==> src/rtl/pinmux_ctrl.sv <==
// Purpose: runtime pad multiplexer. OUTSEL picks an output source per pad, INSEL picks a pad per peripheral input.
// Latency: reg response 1 cycle; OUTSEL change visible GuardCycles+1 cycles after the write; pad->periph_in 2 cycles.
// Backpressure: none; every request is answered. OUTSEL writes are refused with err while a guard is running.
//
// Ports: clk_i/rst_ni clock and async active-low reset; reg_* simple register bus (req/we/addr/wdata in,
// rvalid/rdata/err out); periph_out_i/periph_oe_i per-source output values; periph_in_o per-peripheral input;
// pad_out_o/pad_oe_o/pad_in_i padring side; busy_o high while a break-before-make guard is in progress.
module pinmux_ctrl #(
    parameter int NPads       = 64,
    parameter int NOutSel     = 16,
    parameter int NPeriphIn   = 16,
    parameter int GuardCycles = 4
) (
    input  logic                 clk_i,
    input  logic                 rst_ni,
    input  logic                 reg_req_i,
    input  logic                 reg_we_i,
    input  logic [7:0]           reg_addr_i,
    input  logic [31:0]          reg_wdata_i,
    output logic                 reg_rvalid_o,
    output logic [31:0]          reg_rdata_o,
    output logic                 reg_err_o,
    input  logic [NOutSel-1:0]   periph_out_i,
    input  logic [NOutSel-1:0]   periph_oe_i,
    output logic [NPeriphIn-1:0] periph_in_o,
    output logic [NPads-1:0]     pad_out_o,
    output logic [NPads-1:0]     pad_oe_o,
    input  logic [NPads-1:0]     pad_in_i,
    output logic                 busy_o
);

    localparam int SelW = $clog2(NOutSel);
    localparam int PadW = $clog2(NPads);
    localparam int InW  = $clog2(NPeriphIn);
    localparam int CntW = (GuardCycles > 1) ? $clog2(GuardCycles) : 1;

    localparam logic [7:0]      InselBase  = 8'h40;
    localparam logic [7:0]      InselEnd   = 8'(64 + NPeriphIn);
    localparam logic [7:0]      OutselEnd  = 8'(NPads);
    localparam logic [7:0]      StatusIdx  = 8'h80;
    localparam logic [7:0]      LockIdx    = 8'h81;
    localparam logic [31:0]     NOutSelW   = 32'(NOutSel);
    localparam logic [6:0]      NPadsW     = 7'(NPads);
    localparam logic [CntW-1:0] CntInit    = CntW'(GuardCycles - 1);

    typedef enum logic {IDLE, GUARD} state_t;

    state_t                         state_q;
    logic                           busy_q;
    logic [CntW-1:0]                cnt_q;
    logic [PadW-1:0]                pend_pad_q;
    logic [SelW-1:0]                pend_val_q;
    logic [NPads-1:0][SelW-1:0]     outsel_q;
    logic [NPeriphIn-1:0][6:0]      insel_q;
    logic                           locked_q;
    logic [NPads-1:0]               sync1_q;
    logic [NPads-1:0]               sync2_q;
    logic                           rvalid_q;
    logic                           err_q;
    logic [31:0]                    rdata_q;

    // Register decode
    logic            is_outsel;
    logic            is_insel;
    logic [PadW-1:0] a_pad;
    logic [InW-1:0]  a_in;
    logic            rsp_err_d;
    logic [31:0]     rsp_rdata_d;
    logic            outsel_start;
    logic            insel_we;
    logic            lock_set;

    assign is_outsel = (reg_addr_i < OutselEnd);
    assign is_insel  = (reg_addr_i >= InselBase) && (reg_addr_i < InselEnd);
    assign a_pad     = reg_addr_i[PadW-1:0];
    assign a_in      = reg_addr_i[InW-1:0];

    always_comb begin
        rsp_err_d    = 1'b0;
        rsp_rdata_d  = '0;
        outsel_start = 1'b0;
        insel_we     = 1'b0;
        lock_set     = 1'b0;
        if (reg_req_i) begin
            if (is_outsel) begin
                if (reg_we_i) begin
                    // busy_q is the registered guard flag, so a write landing on the
                    // completion cycle still sees busy and is refused.
                    if (locked_q || busy_q || (reg_wdata_i >= NOutSelW)) begin
                        rsp_err_d = 1'b1;
                    end else if (reg_wdata_i[SelW-1:0] != outsel_q[a_pad]) begin
                        outsel_start = 1'b1;
                    end
                end else begin
                    rsp_rdata_d = 32'(outsel_q[a_pad]);
                end
            end else if (is_insel) begin
                if (reg_we_i) begin
                    if (locked_q) rsp_err_d = 1'b1;
                    else          insel_we  = 1'b1;
                end else begin
                    rsp_rdata_d = 32'(insel_q[a_in]);
                end
            end else if (reg_addr_i == StatusIdx) begin
                if (reg_we_i) rsp_err_d   = 1'b1;
                else          rsp_rdata_d = {30'd0, locked_q, busy_q};
            end else if (reg_addr_i == LockIdx) begin
                if (reg_we_i) begin
                    if (locked_q) rsp_err_d = 1'b1;
                    else          lock_set  = reg_wdata_i[0];
                end else begin
                    rsp_rdata_d = {31'd0, locked_q};
                end
            end else begin
                rsp_err_d = 1'b1;
            end
        end
    end

    // Break-before-make FSM: one pending OUTSEL change held in pend_*_q until the
    // guard count expires; only then is the committed OUTSEL updated.
    always_ff @(posedge clk_i or negedge rst_ni) begin
        if (!rst_ni) begin
            state_q    <= IDLE;
            busy_q     <= 1'b0;
            cnt_q      <= '0;
            pend_pad_q <= '0;
            pend_val_q <= '0;
            outsel_q   <= '0;
        end else begin
            case (state_q)
                IDLE: begin
                    if (outsel_start) begin
                        pend_pad_q <= a_pad;
                        pend_val_q <= reg_wdata_i[SelW-1:0];
                        cnt_q      <= CntInit;
                        state_q    <= GUARD;
                        busy_q     <= 1'b1;
                    end
                end
                GUARD: begin
                    if (cnt_q == '0) begin
                        outsel_q[pend_pad_q] <= pend_val_q;
                        state_q              <= IDLE;
                        busy_q               <= 1'b0;
                    end else begin
                        cnt_q <= cnt_q - CntW'(1);
                    end
                end
                default: begin
                    state_q <= IDLE;
                    busy_q  <= 1'b0;
                end
            endcase
        end
    end

    always_ff @(posedge clk_i or negedge rst_ni) begin
        if (!rst_ni) begin
            insel_q  <= '1;
            locked_q <= 1'b0;
            rvalid_q <= 1'b0;
            err_q    <= 1'b0;
            rdata_q  <= '0;
        end else begin
            if (insel_we) insel_q[a_in] <= reg_wdata_i[6:0];
            if (lock_set) locked_q      <= 1'b1;
            rvalid_q <= reg_req_i;
            err_q    <= rsp_err_d;
            rdata_q  <= rsp_rdata_d;
        end
    end

    // Pad inputs are asynchronous to clk_i; reset high to match the idle-high default.
    always_ff @(posedge clk_i or negedge rst_ni) begin
        if (!rst_ni) begin
            sync1_q <= '1;
            sync2_q <= '1;
        end else begin
            sync1_q <= pad_in_i;
            sync2_q <= sync1_q;
        end
    end

    // Output mux; the pad under guard is held hi-Z regardless of its committed source.
    always_comb begin
        logic [SelW-1:0] sel;
        sel       = '0;
        pad_out_o = '0;
        pad_oe_o  = '0;
        for (int p = 0; p < NPads; p++) begin
            sel = outsel_q[p];
            if (!(busy_q && (pend_pad_q == PadW'(p))) && (sel != '0)) begin
                pad_out_o[p] = periph_out_i[sel];
                pad_oe_o[p]  = periph_oe_i[sel];
            end
        end
    end

    // Input mux; out-of-range INSEL values read as idle-high.
    always_comb begin
        logic [6:0] isel;
        isel        = '0;
        periph_in_o = '1;
        for (int k = 0; k < NPeriphIn; k++) begin
            isel = insel_q[k];
            if (isel < NPadsW) periph_in_o[k] = sync2_q[isel[PadW-1:0]];
        end
    end

    assign reg_rvalid_o = rvalid_q;
    assign reg_err_o    = err_q;
    assign reg_rdata_o  = rdata_q;
    assign busy_o       = busy_q;

endmodule

==> config.mk <==
export PLATFORM = sky130hd
export DESIGN_NAME = pinmux_ctrl
export DESIGN_NICKNAME = d
export VERILOG_FILES = /design/src/rtl/pinmux_ctrl.sv
export SDC_FILE = /design/constraint.sdc
export NUM_CORES = 2
export LEC_CHECK = 0
export CORE_MARGIN = 2
export CORE_UTILIZATION = 43
export CTS_BUF_LIST = sky130_fd_sc_hd__clkbuf_8
export DETAILED_ROUTE_END_ITERATION = 8
export DONT_BUFFER_PORTS = 1
export GPL_ROUTABILITY_DRIVEN = 0
export HOLD_SLACK_MARGIN = 0.05
export SYNTH_ARGS = -nofsm -noshare
export SYNTH_HDL_FRONTEND = slang
export SYNTH_SLANG_ARGS = --single-unit
==> constraint.sdc <==
create_clock -name clk_i -period 4.8 [get_ports clk_i]
set_input_delay 1.44 -clock clk_i [delete_from_list [all_inputs] [get_ports clk_i]]
set_output_delay 1.44 -clock clk_i [all_outputs]
set_load 0.005 [all_outputs]
==> impl_results.md <==
- Status: finished with violations
- Failing checks: max-slew violations, negative setup slack
- Post-Syn Area: ~48000 um2
- Worst IR Drop VDD: about 220 uV
- Worst R2R Setup Slack: 1.41 ns
- Via count of the routed design: between 30000 and 40000
- Hold path startpoint: sync1_q[20]$_DFF_PN1_
- Fin crit share: 1.02
- RSZ-0062 raised after global routing: true
- Crit path DAT: about 3.4 ns
- Kind of critical path: register to output pin
- Mapped Cells: 3198
- DRC Markers: 0
- CTS tree: done
- Commonest non-fill, non-tap cell in the layout: mux4_2
- Top post-synthesis cells by area: mux4_2, dfrtp_1, dfstp_2
- CTS root buffer: clkbuf_8
- Synth cell types: between 60 and 70
- CP max FO: 7
- Syn. warnings: 0
- FMAX: 205 MHz
- Min Tclk post-route: 4.88 ns
- GRT overflow: 0
- First-pass GRT wire length: 282000 um
- Seq/Total Area, Yosys: 0.278
- Most frequent cells in the layout: mux4_2, mux2_2, dfrtp_1, dfstp_2, nor2b_1
- H-tree levels: 3
- Drt wl/cell: 46.2 um
- Total Power: around 11 mW
- CP dominant cell by count: mux4_2
- Initial Utilization: 0.433
- Top FF cell, synth: dfrtp_1
- Synth top area share: 0.490
- PwrDens: 211 nW/um2
- DR iter-0 viols: 6675
- Setup WS pre-CTS: 0.490 ns
- Worst-Skew Late Latency: 0.80 ns
- FP Rows: 122
- Area leader, netlist: mux4_2
- Area delta synth->final: 5.51%
- Leak: 16.9 nW
- Hold Path Stages: 0
- Asr flop ratio synth: 1.00
- Hold Path End: sync2_q[20]$_DFF_PN1_
- Core area: approximately 110000 um2
- Seq cells post-synth: 520
- Reg2Reg Launch Point: outsel_q[112]$_DFFE_PN0P_
- Critical-path cell list: buf_12 > mux4_2 > mux4_2 > mux4_2 > or2_4
- Post-synth EDFFs: 0
- Share of layout cells above drive strength 1: 0.675
- Worst r2r dst: pend_pad_q[5]$_DFFE_PN0P_
- Max Slew Vio Count: 308
- Worst reg2reg path depth: 8
- DIE AREA: around 110000 um2
- Max incr delay on CP: 0.65 ns
- Initial antenna violation count: 11
- # hold bufs at CTS: 0
- Clock sinks: 520
- Final-report hold violation count: 0
- Max-Cap Viols: 0
- Largest net degree at the start of global routing: 521
- Setup crit start kind: register
- CTS Buf Count: 98
- Vias in the first global route: 35700
- Die W: 338 um
- HP Class: register to register
- Vias per inst: between 8 and 9
- Max Buffers Root-to-Sink: 3
- Die Y: 338 um
- Drt total wl: 201000 um
- Detailed Routing Iterations Pass 1: 6
- Post-DP HPWL: around 110000 um
- CTS clock-pin slew for the worst setup and hold paths: 0.06 ns
- Top-level I/O count: between 300 and 400
- GRT Total Usage: 0.351
- Post-route clock skew: 0.0598 ns
- Final Worst Setup Slack: -0.0839 ns
- Aggregate negative setup slack: -0.353 ns
- Post-route ant nets: 0
- Synthesized area per cell: 15.0 um2
- Setup-failing EPs final: 8
- CP Capture Type: output pin
- Nets: 2923
- Crit-path slowest cell: dfstp_4
- Critical Path RT: 3.36 ns
- Actual slew at the worst max-slew pin: 2.67 ns
- Worst relative slew slack: -0.781
- Port Buf Inserts: 0
area by class of cell:
class,count,area (um2)
diodes,10,25.0
clock buffers,119,1640
clock inverters,59,423
flip-flops and latches,520,13400
inverters,5,18.8
repair buffers,82,1060
well taps,1488,1860
fillers,9525,60100
multi-input cells,2075,32100
per-layer routing:
metal,track usage,wire (um),vias up
li1,-,-,12300
met1,0.447,64800,18700
met2,0.515,87800,4178
met3,0.159,36100,945
met4,0.156,12700,10
met5,0.00213,64,-
where the power goes:
part / total, mW / switching (mW) / internal, mW
Combinational: 1.09 / 0.281 / 0.813
Clock: 4.64 / 2.16 / 2.48
Sequential: 4.90 / 0.351 / 4.55
Total: 10.6 / 2.79 / 7.84
state kept, by name, summed over array words and instances, names as in the netlist:
name          flops
reg_err_o         1
cnt_q             2
state_q           1
reg_rvalid_o      1
sync1_q          64
pend_pad_q        6
insel_q         112
busy_o            1
sync2_q          64
locked_q          1
pend_val_q        4
reg_rdata_o       7
outsel_q        256
cell usage after synthesis (all sizes together) (3+ instances only):
cell    count
and2        6
o41ai      44
mux2i      36
nor2b     147
clkbuf    516
nor2       71
or2        22
dfstp     240
nor4        9
a22oi      20
dfrtp     280
nand3      15
inv         4
mux4     1051
or4        20
nor3       15
a211oi      8
a221oi      4
nor3b       5
nand2      98
a22o        3
a41oi       3
a21o        3
buf       106
nand3b      4
a32oi       4
o21ai      27
nand4       3
and3        6
mux2      387
a21oi       6
nand2b     10
critical path, delay by kind of cell, from the launching register on:
family        cells  cell delay, ns
flops             1            0.65
buf+inv           1            0.13
simple gates      1            0.28
mux               3            1.58
cell families (layout without fill, tap and decap cells):
| family | after synthesis | after routing | share of synthesized area |
|---|---|---|---|
| compound gates | 138 | 138 | 0.0231 |
| xor+xnor | 4 | 4 | 0.000890 |
| fa+ha+maj | 1 | 1 | 0.000262 |
| buf+inv | 627 | 265 | 0.0542 |
| flops | 520 | 520 | 0.278 |
| mux | 1474 | 1474 | 0.595 |
| other cells | 1 | 35 | 0.0000784 |
| simple gates | 433 | 433 | 0.0483 |
worst max-delay path by stage:
stage | startpoint | endpoint | cells after the start
global placement | insel_q[14]$_DFFE_PN1P_ | periph_in_o[2] | 4
floorplan | periph_oe_i[15] | pad_oe_o[10] | 5
global route | insel_q[14]$_DFFE_PN1P_ | periph_in_o[2] | 5
detailed placement | insel_q[70]$_DFFE_PN1P_ | periph_in_o[10] | 4
CTS | insel_q[14]$_DFFE_PN1P_ | periph_in_o[2] | 5
finish | insel_q[14]$_DFFE_PN1P_ | periph_in_o[2] | 5
through the flow:
stage	utilization	area, um2	hold WS, ns	cells
global placement	0.430	47500	0.347	4121
finish	0.457	50500	0.311	4358
floorplan	-	47900	0.345	3222
detailed placement	0.430	47500	0.347	4121
CTS	0.455	50300	0.327	4346
global route	0.456	50400	0.346	4352
what timing repair did:
item,4_1_cts,5_1_grt
resized for setup,62,14
setup buffers,45,0
cloned,2,2
setup endpoints to repair,16,15
pin swaps,1,1
(Power assumes the default switching activity.)
